## config.mk

```make
export PLATFORM = sky130hd
export DESIGN_NAME = hazard_unit_mc
export DESIGN_NICKNAME = d
export VERILOG_FILES = /design/src/rtl/hazard_pkg.sv /design/src/rtl/hazard_div_seq.sv /design/src/rtl/hazard_unit_mc.sv
export SDC_FILE = /design/constraint.sdc
export NUM_CORES = 1
export LEC_CHECK = 0
export BUFFER_PORTS_ARGS = -buffer_cell sky130_fd_sc_hd__buf_2
export CAP_MARGIN = 5
export CORE_UTILIZATION = 44
export CTS_BUF_LIST = sky130_fd_sc_hd__clkbuf_4 sky130_fd_sc_hd__clkbuf_8 sky130_fd_sc_hd__clkbuf_16
export CTS_CLUSTER_SIZE = 8
export DETAILED_ROUTE_END_ITERATION = 7
export PLACE_DENSITY = 0.81
export SYNTH_ARGS = -nofsm -noshare
export SYNTH_HDL_FRONTEND = slang
export SYNTH_SLANG_ARGS = --single-unit
```

## constraint.sdc

```tcl
create_clock -name clk -period 2.12 [get_ports clk]
set_input_delay 0.318 -clock clk [delete_from_list [all_inputs] [get_ports clk]]
set_output_delay 0.318 -clock clk [all_outputs]
set_load 0.01 [all_outputs]
```

## src/rtl/hazard_pkg.sv

```systemverilog
// rtl/hazard_pkg.sv - shared types and helpers for the hazard unit
package hazard_pkg;

    typedef enum logic [1:0] {
        FWD_RF  = 2'b00,
        FWD_ALT = 2'b01,
        FWD_M   = 2'b10
    } fwd_sel_t;

    typedef enum logic [1:0] {
        IDLE = 2'b00,
        BUSY = 2'b01,
        DONE = 2'b10
    } div_state_t;

    // Two-level priority pick: the nearer producer wins over the farther one.
    function automatic fwd_sel_t fwd_pick(
        input logic     hit_near,
        input fwd_sel_t sel_near,
        input logic     hit_far,
        input fwd_sel_t sel_far
    );
        if (hit_near) begin
            return sel_near;
        end else if (hit_far) begin
            return sel_far;
        end
        return FWD_RF;
    endfunction

endpackage

```

## src/rtl/hazard_div_seq.sv

```systemverilog
// rtl/hazard_div_seq.sv - divider occupancy sequencer (IDLE/BUSY/DONE with down-counter)
module hazard_div_seq
    import hazard_pkg::*;
#(
    parameter int DIV_CYCLES = 33
) (
    input  logic clk,
    input  logic resetn,
    input  logic start,
    input  logic abort,
    output logic busy,
    output logic done
);

    localparam int CW = $clog2(DIV_CYCLES);
    localparam logic [CW-1:0] CNT_INIT = CW'(DIV_CYCLES - 2);

    div_state_t    state_q, state_d;
    logic [CW-1:0] cnt_q, cnt_d;

    always_ff @(posedge clk or negedge resetn) begin
        if (!resetn) begin
            state_q <= IDLE;
            cnt_q   <= '0;
        end else begin
            state_q <= state_d;
            cnt_q   <= cnt_d;
        end
    end

    always_comb begin
        state_d = state_q;
        cnt_d   = cnt_q;
        case (state_q)
            IDLE: begin
                if (start) begin
                    state_d = BUSY;
                    cnt_d   = CNT_INIT;
                end
            end
            BUSY: begin
                if (cnt_q == '0) begin
                    state_d = DONE;
                end else begin
                    cnt_d = cnt_q - 1'b1;
                end
            end
            DONE:    state_d = IDLE;
            default: state_d = IDLE;
        endcase
        // An exception in M kills the divide and also swallows a same-cycle start.
        if (abort) begin
            state_d = IDLE;
            cnt_d   = '0;
        end
    end

    assign busy = (state_q == BUSY);
    assign done = (state_q == DONE);

endmodule

```

## src/rtl/hazard_unit_mc.sv

```systemverilog
// rtl/hazard_unit_mc.sv - forwarding, stall/flush and divider-stall control; HILO_FWD_EN enables HI/LO forwarding
module hazard_unit_mc
    import hazard_pkg::*;
#(
    parameter int REG_AW     = 5,
    parameter int DIV_CYCLES = 33
) (
    input  logic              clk,
    input  logic              resetn,
    input  logic [REG_AW-1:0] rsD,
    input  logic [REG_AW-1:0] rtD,
    input  logic              branchD,
    input  logic              hireadD,
    input  logic [REG_AW-1:0] rsE,
    input  logic [REG_AW-1:0] rtE,
    input  logic [REG_AW-1:0] writeregE,
    input  logic              regwriteE,
    input  logic              memtoregE,
    input  logic              hilowriteE,
    input  logic              divstartE,
    input  logic [REG_AW-1:0] writeregM,
    input  logic              regwriteM,
    input  logic              memtoregM,
    input  logic              hilowriteM,
    input  logic              exceptM,
    input  logic [REG_AW-1:0] writeregW,
    input  logic              regwriteW,
    output logic [1:0]        forwardaE,
    output logic [1:0]        forwardbE,
    output logic [1:0]        forwardaD,
    output logic [1:0]        forwardbD,
    output logic [1:0]        forwardhiloE,
    output logic              stallF,
    output logic              stallD,
    output logic              stallE,
    output logic              flushE,
    output logic              flushM,
    output logic              flushW,
    output logic              div_busy
);

    logic div_done_unused;
    logic hilo_stall;
    logic e_hits_d, m_hits_d;
    logic loaduse_stall, branch_stall, stall_d_raw;

    hazard_div_seq #(
        .DIV_CYCLES (DIV_CYCLES)
    ) u_div_seq (
        .clk    (clk),
        .resetn (resetn),
        .start  (divstartE),
        .abort  (exceptM),
        .busy   (div_busy),
        .done   (div_done_unused)
    );

    function automatic logic tag_hit(
        input logic [REG_AW-1:0] src,
        input logic [REG_AW-1:0] dst,
        input logic              wr
    );
        return wr && (src != '0) && (src == dst);
    endfunction

`ifdef HILO_FWD_EN
    logic hilo_w_q, hilo_w_d;
    logic hilo_unused;

    always_comb begin
        hilo_w_d = hilowriteM & ~exceptM;
    end

    always_ff @(posedge clk or negedge resetn) begin
        if (!resetn) begin
            hilo_w_q <= 1'b0;
        end else begin
            hilo_w_q <= hilo_w_d;
        end
    end

    assign hilo_unused  = hireadD ^ hilowriteE;
    assign hilo_stall   = 1'b0;
    assign forwardhiloE = fwd_pick(hilowriteM, FWD_M, hilo_w_q, FWD_ALT);
`else
    assign hilo_stall   = hireadD & (hilowriteE | hilowriteM);
    assign forwardhiloE = FWD_RF;
`endif

    always_comb begin
        forwardaE = fwd_pick(tag_hit(rsE, writeregM, regwriteM), FWD_M,
                             tag_hit(rsE, writeregW, regwriteW), FWD_ALT);
        forwardbE = fwd_pick(tag_hit(rtE, writeregM, regwriteM), FWD_M,
                             tag_hit(rtE, writeregW, regwriteW), FWD_ALT);
        forwardaD = fwd_pick(tag_hit(rsD, writeregE, regwriteE), FWD_ALT,
                             tag_hit(rsD, writeregM, regwriteM), FWD_M);
        forwardbD = fwd_pick(tag_hit(rtD, writeregE, regwriteE), FWD_ALT,
                             tag_hit(rtD, writeregM, regwriteM), FWD_M);
    end

    always_comb begin
        e_hits_d = (writeregE != '0) && ((writeregE == rsD) || (writeregE == rtD));
        m_hits_d = (writeregM != '0) && ((writeregM == rsD) || (writeregM == rtD));

        loaduse_stall = memtoregE & regwriteE & e_hits_d;
        branch_stall  = branchD & ((regwriteE & e_hits_d) | (memtoregM & m_hits_d));
        stall_d_raw   = loaduse_stall | branch_stall | hilo_stall | div_busy;

        stallD = stall_d_raw;
        stallF = stall_d_raw;
        stallE = div_busy;
        flushE = stall_d_raw & ~div_busy;
        flushM = div_busy;
        flushW = 1'b0;
        // Exception wins over everything: squash E/M/W and let nothing stall.
        if (exceptM) begin
            stallD = 1'b0;
            stallF = 1'b0;
            stallE = 1'b0;
            flushE = 1'b1;
            flushM = 1'b1;
            flushW = 1'b1;
        end
    end

endmodule
```

# Word-level counts from Yosys, hierarchy flattened
# Cells that the tools add are included.
[word_totals] inputBits=48 regBits=8 out_inout_bits=17 elab_cells=96
[op_classes] add_sub_neg=1 reduce_logical=31 n_bitwise=13 eq_ne=16 n_mux=33
[op_table] op="$eq 5x5->1" n=12
[op_table] op="$mux 2" n=15
[op_table] op="$reduce_bool 5->1" n=6
[op_table] op="$logic_and 1x1->1" n=18
[op_table] op="$mux 6" n=3
[op_table] op="$mux 1" n=13
[op_table] op="$pmux 6 s2" n=1
[op_table] op="$and 1x1->1" n=7
[op_table] op="$logic_not 6->1" n=1
[op_table] op="$ne 3x3->1 const B" n=2
[op_table] op="$sub 6x1->6 const B" n=1
[op_table] op="$or 1x1->1" n=5
[op_table] op="$pmux 2 s2" n=1
[op_table] op="$ne 3x2->1 const B" n=1
[op_table] op="$reduce_and 3->1" n=1
[op_table] op="$reduce_bool 3->1" n=1
[op_table] op="$eq 2x1->1 const B" n=1
[op_table] op="$logic_not 2->1" n=1
[op_table] op="$logic_or 1x1->1" n=2
[op_table] op="$reduce_and 2->1" n=1
[op_table] op="$not 1->1" n=1

# Logic depth before layout (Yosys ltp)
[depth] depth_word=11 mapped_depth=8 ltp_nobuf=7

# Cells and area by module
# Synthesis repeated with hierarchy kept, for this count alone.
[hier_totals] cells_unflattened=148 hier_area_um2=1214.9
[modules_own_cells] module="hazard_unit_mc" n_inst=1 area_per_inst_um2=725.7 cells_each=98 seq_area_each_um2=0.0
[modules_own_cells] module="hazard_div_seq" n_inst=1 area_per_inst_um2=489.2 cells_each=50 seq_area_each_um2=200.2

# Worst setup path before layout
# OpenSTA, ideal clock, no wires.
[synth_path] path_type="input to output" start="input port writeregM[4]" end="output port stallF" stages=7 required_ns=1.802 t_arrival_ns=1.683 path_slack_ns=0.119 n_path_buf=2 path_cell_list="clkbuf_1 > xnor2_1 > nand3_1 > nor3_1 > o2111ai_1 > a41oi_1 > buf_4"
[synth_via] elab_chain_cells=10 word_cells_on_any_way=12 classes_between="eq/ne (2); mux (1); bitwise (6); reduce/logical (3)"
[synth_lines] element="start, declared" line="hazard_unit_mc.sv:21" text="input logic [REG_AW-1:0] writeregM,"
[synth_lines] element="$eq 5x5->1" line="hazard_unit_mc.sv:103" text="m_hits_d = (writeregM != '0) && ((writeregM == rsD) || (writeregM == rtD));"
[synth_lines] element="$logic_or 1x1->1" line="hazard_unit_mc.sv:103"
[synth_lines] element="$logic_and 1x1->1 *" line="hazard_unit_mc.sv:103"
[synth_lines] element="$and 1x1->1 *" line="hazard_unit_mc.sv:106" text="branch_stall = branchD & ((regwriteE & e_hits_d) | (memtoregM & m_hits_d));"
[synth_lines] element="$or 1x1->1 *" line="hazard_unit_mc.sv:106"
[synth_lines] element="$and 1x1->1 *" line="hazard_unit_mc.sv:106"
[synth_lines] element="$or 1x1->1 * (3 in a row)" line="hazard_unit_mc.sv:107" text="stall_d_raw = loaduse_stall | branch_stall | hilo_stall | div_busy;"
[synth_lines] element="$mux 1 *"
[synth_lines] element="end, declared" line="hazard_unit_mc.sv:33" text="output logic stallF,"
# Mark *: on every way between the ends. The rest lies on a longest branch, timed or not.

# Worst setup path in the final report
[layout_path] start="input port writeregM[0]" end="output port stallD"
[layout_via] elab_chain_cells=10 word_cells_on_any_way=12 classes_between="eq/ne (2); mux (1); bitwise (6); reduce/logical (3)"
[layout_lines] element="$eq 5x5->1" line="hazard_unit_mc.sv:103"
[layout_lines] element="$logic_or 1x1->1" line="hazard_unit_mc.sv:103"
[layout_lines] element="$logic_and 1x1->1 *" line="hazard_unit_mc.sv:103"
[layout_lines] element="$and 1x1->1 *" line="hazard_unit_mc.sv:106"
[layout_lines] element="$or 1x1->1 *" line="hazard_unit_mc.sv:106"
[layout_lines] element="$and 1x1->1 *" line="hazard_unit_mc.sv:106"
[layout_lines] element="$or 1x1->1 * (3 in a row)" line="hazard_unit_mc.sv:107"
[layout_lines] element="$mux 1 *" line="hazard_unit_mc.sv:116" text="if (exceptM) begin"
[layout_lines] element="end, declared" line="hazard_unit_mc.sv:34" text="output logic stallD,"
# Marked as above.

==> reports/qor.yml <==
run_status:
  outcome: "completed"
finish:
  share_of_cells_above_drive_strength_1_pct: 36.5
  antennaDiodeCount: 0
  num-nets-final: 248
  area_delta_synth_final_pct: 29.1
grt:
  total_global_routing_overflow: 0
  maximum_number_of_pins_on_one_net_before_global_route_repair: 11
  grt_use_total_pct: 24.0
  first_global_vias: 1238
  grt_pass1_wl_mm: 4.97
  antenna_violations_before_repair: 0
detailed_routing:
  antenna_left: 0
  drt_iter0_markers: 24
  drt_first_pass_iters: 4
  vias: 1240
  routed_via_density: 5.51
  totalWireLength_mm: 3.07
  post-route-drc-count: 0
  post_drt_wl_per_cell_um: 13.7
floorplanning:
  pin_count: 65
  start_util_pct: 48.0
  chipHeight_um: 52.1
  coreArea_um2: 2300
  floorplan.rows: 17
  floorplan.die.width_um: 52.1
  die_area_um2: 2710
cts:
  post-cts-setup-buffers: 0
  cts_sinks: 8
  cts_max_path_buffers: 2
  cts_inserted_buffers: 3
  clock_latency_ps: 260
  clk_transition_reported_paths_ps: 50
  cts_tree: "yes"
  htreeDepth: 1
  root_buffer: "sky130_fd_sc_hd__clkbuf_4"
sta:
  layout_min_cycle_time_ps: 2000
  report.final.slew_viol_count: 0
  min_period_over_period_pct: 94.6
  setup_viol_count_final: 0
  max_clock_freq_mhz: 499
  finClkSkew_ps: 3.40
  timing.final.hold_violations: 0
  finalSetupTns_ps: 0
  finalHoldWorstSlack_ps: 246
  setup_repair_after_global_routing_missed_its_margin: "no"
logic_synthesis:
  yosysUniqueCellTypes: 34
  yosys.cell_count.top_type: "sky130_fd_sc_hd__xnor2_1"
  postSynthRegisterBits: 8
  yosysSeqAreaShare_pct: 18.1
  ys.flop_type: "sky130_fd_sc_hd__dfrtp_1"
  syn_area_per_cell_um2: 7.83
  synth.area.top_cells: "sky130_fd_sc_hd__xnor2_1 22%, sky130_fd_sc_hd__dfrtp_1 18%, sky130_fd_sc_hd__xor2_1 10%"
  yosys_warnings: 0
  syn_inst: 141
  yosys.area.top_type_share_pct: 22.2
  synth.largest_area_cell: "sky130_fd_sc_hd__xnor2_1"
  synth.cell_area_um2: 1100
  async_reset_ff_share_pct: 100
  synth_common_cells: "28 x sky130_fd_sc_hd__xnor2_1, 13 x sky130_fd_sc_hd__xor2_1, 12 x sky130_fd_sc_hd__nor2_1, 8 x sky130_fd_sc_hd__dfrtp_1, 8 x sky130_fd_sc_hd__nand2_1"
  synth_edf_count: 0
place:
  buffer_ports.inserted: 62
  gp_congestion: 0.832
  place_hpwl_mm: 2.63
power_and_ir_drop:
  total_leakage_power_nw: 0.659
  pwr_density_cell_nw_per_um2: 391
  peakVddDrop_uv: 215
setup_path:
  worst-endpoint-arrival_ps: 1690
  critical_path.endpoint_type: "primary output"
  critPathMaxFanout: 5
  worst_setup_path_start_kind: "input port"
  timing.critical_path.required_ps: 1800
  setup.worst_path.class: "input port to primary output"
flow_run:
  timing.max_cap.violations: 0
worst_hold_path:
  worst_hold_path_type: "input port to register"
[sequential cells by signal, summed over array words and instances, names as in the netlist]
name	flops
u_div_seq.state_q	2
u_div_seq.cnt_q	6
[per-layer routing]
metal  part of all wire (%)  global-route usage, %
met5                      0                      0
met3                    5.2                   2.05
met2                     54                   47.9
met1                     39                   25.6
met4                    1.5                   8.11
[worst max-delay path: stages]
cell and delay, ps:
sky130_fd_sc_hd__buf_2 150, sky130_fd_sc_hd__xnor2_1 170, sky130_fd_sc_hd__nand3_1 90, sky130_fd_sc_hd__nor3_1 280
sky130_fd_sc_hd__o2111ai_1 190, sky130_fd_sc_hd__a41oi_1 300, sky130_fd_sc_hd__buf_2 180
[power by group]
| group | internal [mW] | switching (mW) | total, mW |
|---|---|---|---|
| registers | 0.167 | 0.0134 | 0.180 |
| clock network | 0.0649 | 0.0535 | 0.118 |
| logic | 0.120 | 0.139 | 0.259 |
| total | 0.352 | 0.205 | 0.557 |
[cell type report]
| class | instances | area (µm²) |
|---|---|---|
| Clock buffer | 3 | 22.5 |
| Fill cell | 202 | 872 |
| Timing Repair Buffer | 63 | 320 |
| Inverter | 5 | 18.8 |
| Tap cell | 28 | 35.0 |
| Sequential cell | 8 | 200 |
| Multi-Input combinational cell | 118 | 828 |
[per-stage QoR]
| step | total power, mW | utilization [%] | std cells | setup slack (ps) | instance area [µm²] |
|---|---|---|---|---|---|
| CTS | 0.560 | 61.8 | 225 | 114 | 1420 |
| finish | 0.557 | 62.0 | 225 | 115 | 1430 |
| detailed placement | 0.437 | 60.4 | 221 | 119 | 1390 |
| global placement | 0.423 | 60.4 | 221 | 219 | 1390 |
| floorplan | 0.338 | - | 142 | 119 | 1110 |
| global route | 0.597 | 62.0 | 225 | 54.1 | 1430 |
[final timing paths]
| kind | startpoint | end | slack [ps] | cells past startpoint |
|---|---|---|---|---|
| min reg2reg | u_div_seq.cnt_q[3] | u_div_seq.cnt_q[3] | 550 | 1 |
| min | divstartE | u_div_seq.cnt_q[5] | 250 | 2 |
| min in group asynchronous | resetn | u_div_seq.cnt_q[4] | 420 | 2 |
| max | writeregM[0] | stallD | 120 | 7 |
| max in group asynchronous | resetn | u_div_seq.cnt_q[2] | 1530 | 2 |
| max reg2reg | u_div_seq.cnt_q[0] | u_div_seq.cnt_q[2] | 220 | 7 |
[cell families after synthesis]
family                   synth area share [%]
flip-flops                               18.1
multiplexers                            0.907
AO/OA/AOI/OAI                            11.2
other                                   0.340
XOR/XNOR                                 32.5
AND/OR/NAND/NOR                          28.1
buffers and inverters                    7.60
adder cells (fa/ha/maj)                  1.13
[what timing repair did]
action                                  in CTS  in global routing
endpoints found under the setup margin       0                  3
endpoints found under the hold margin        8                  0
hold buffers                                 1                  0
resized for setup                            0                  1
[cells in the final DEF (no fill, tap or decap)]
cell type	Yosys	routed
sky130_fd_sc_hd__a41oi_1	2	2
sky130_fd_sc_hd__and3_1	1	1
sky130_fd_sc_hd__clkbuf_4	0	3
sky130_fd_sc_hd__dlygate4sd3_1	0	1
sky130_fd_sc_hd__xor2_1	13	13
sky130_fd_sc_hd__o21ai_0	6	6
sky130_fd_sc_hd__nand3_1	5	5
sky130_fd_sc_hd__nor3_2	0	1
sky130_fd_sc_hd__ha_1	1	1
sky130_fd_sc_hd__nand4_1	4	4
sky130_fd_sc_hd__nor4_2	2	2
sky130_fd_sc_hd__and2_1	1	1
sky130_fd_sc_hd__nor2_1	12	12
sky130_fd_sc_hd__nor2_2	2	2
sky130_fd_sc_hd__conb_1	1	2
sky130_fd_sc_hd__and4b_1	2	2
sky130_fd_sc_hd__or3_1	1	1
sky130_fd_sc_hd__inv_1	5	5
sky130_fd_sc_hd__a21oi_1	4	4
sky130_fd_sc_hd__dfrtp_1	8	8
sky130_fd_sc_hd__nor3_1	7	6
sky130_fd_sc_hd__a311oi_2	1	1
sky130_fd_sc_hd__a311oi_1	2	2
sky130_fd_sc_hd__or2_1	1	1
sky130_fd_sc_hd__or4_1	4	4
sky130_fd_sc_hd__o2111ai_1	1	1
sky130_fd_sc_hd__a211oi_1	2	2
sky130_fd_sc_hd__nand2_1	8	8
sky130_fd_sc_hd__nor4_1	2	2
sky130_fd_sc_hd__xnor2_1	28	28
sky130_fd_sc_hd__mux2i_1	1	1
sky130_fd_sc_hd__nor3b_2	1	1
sky130_fd_sc_hd__nand2b_1	2	2
sky130_fd_sc_hd__buf_2	0	62
(Power assumes the default switching activity.)
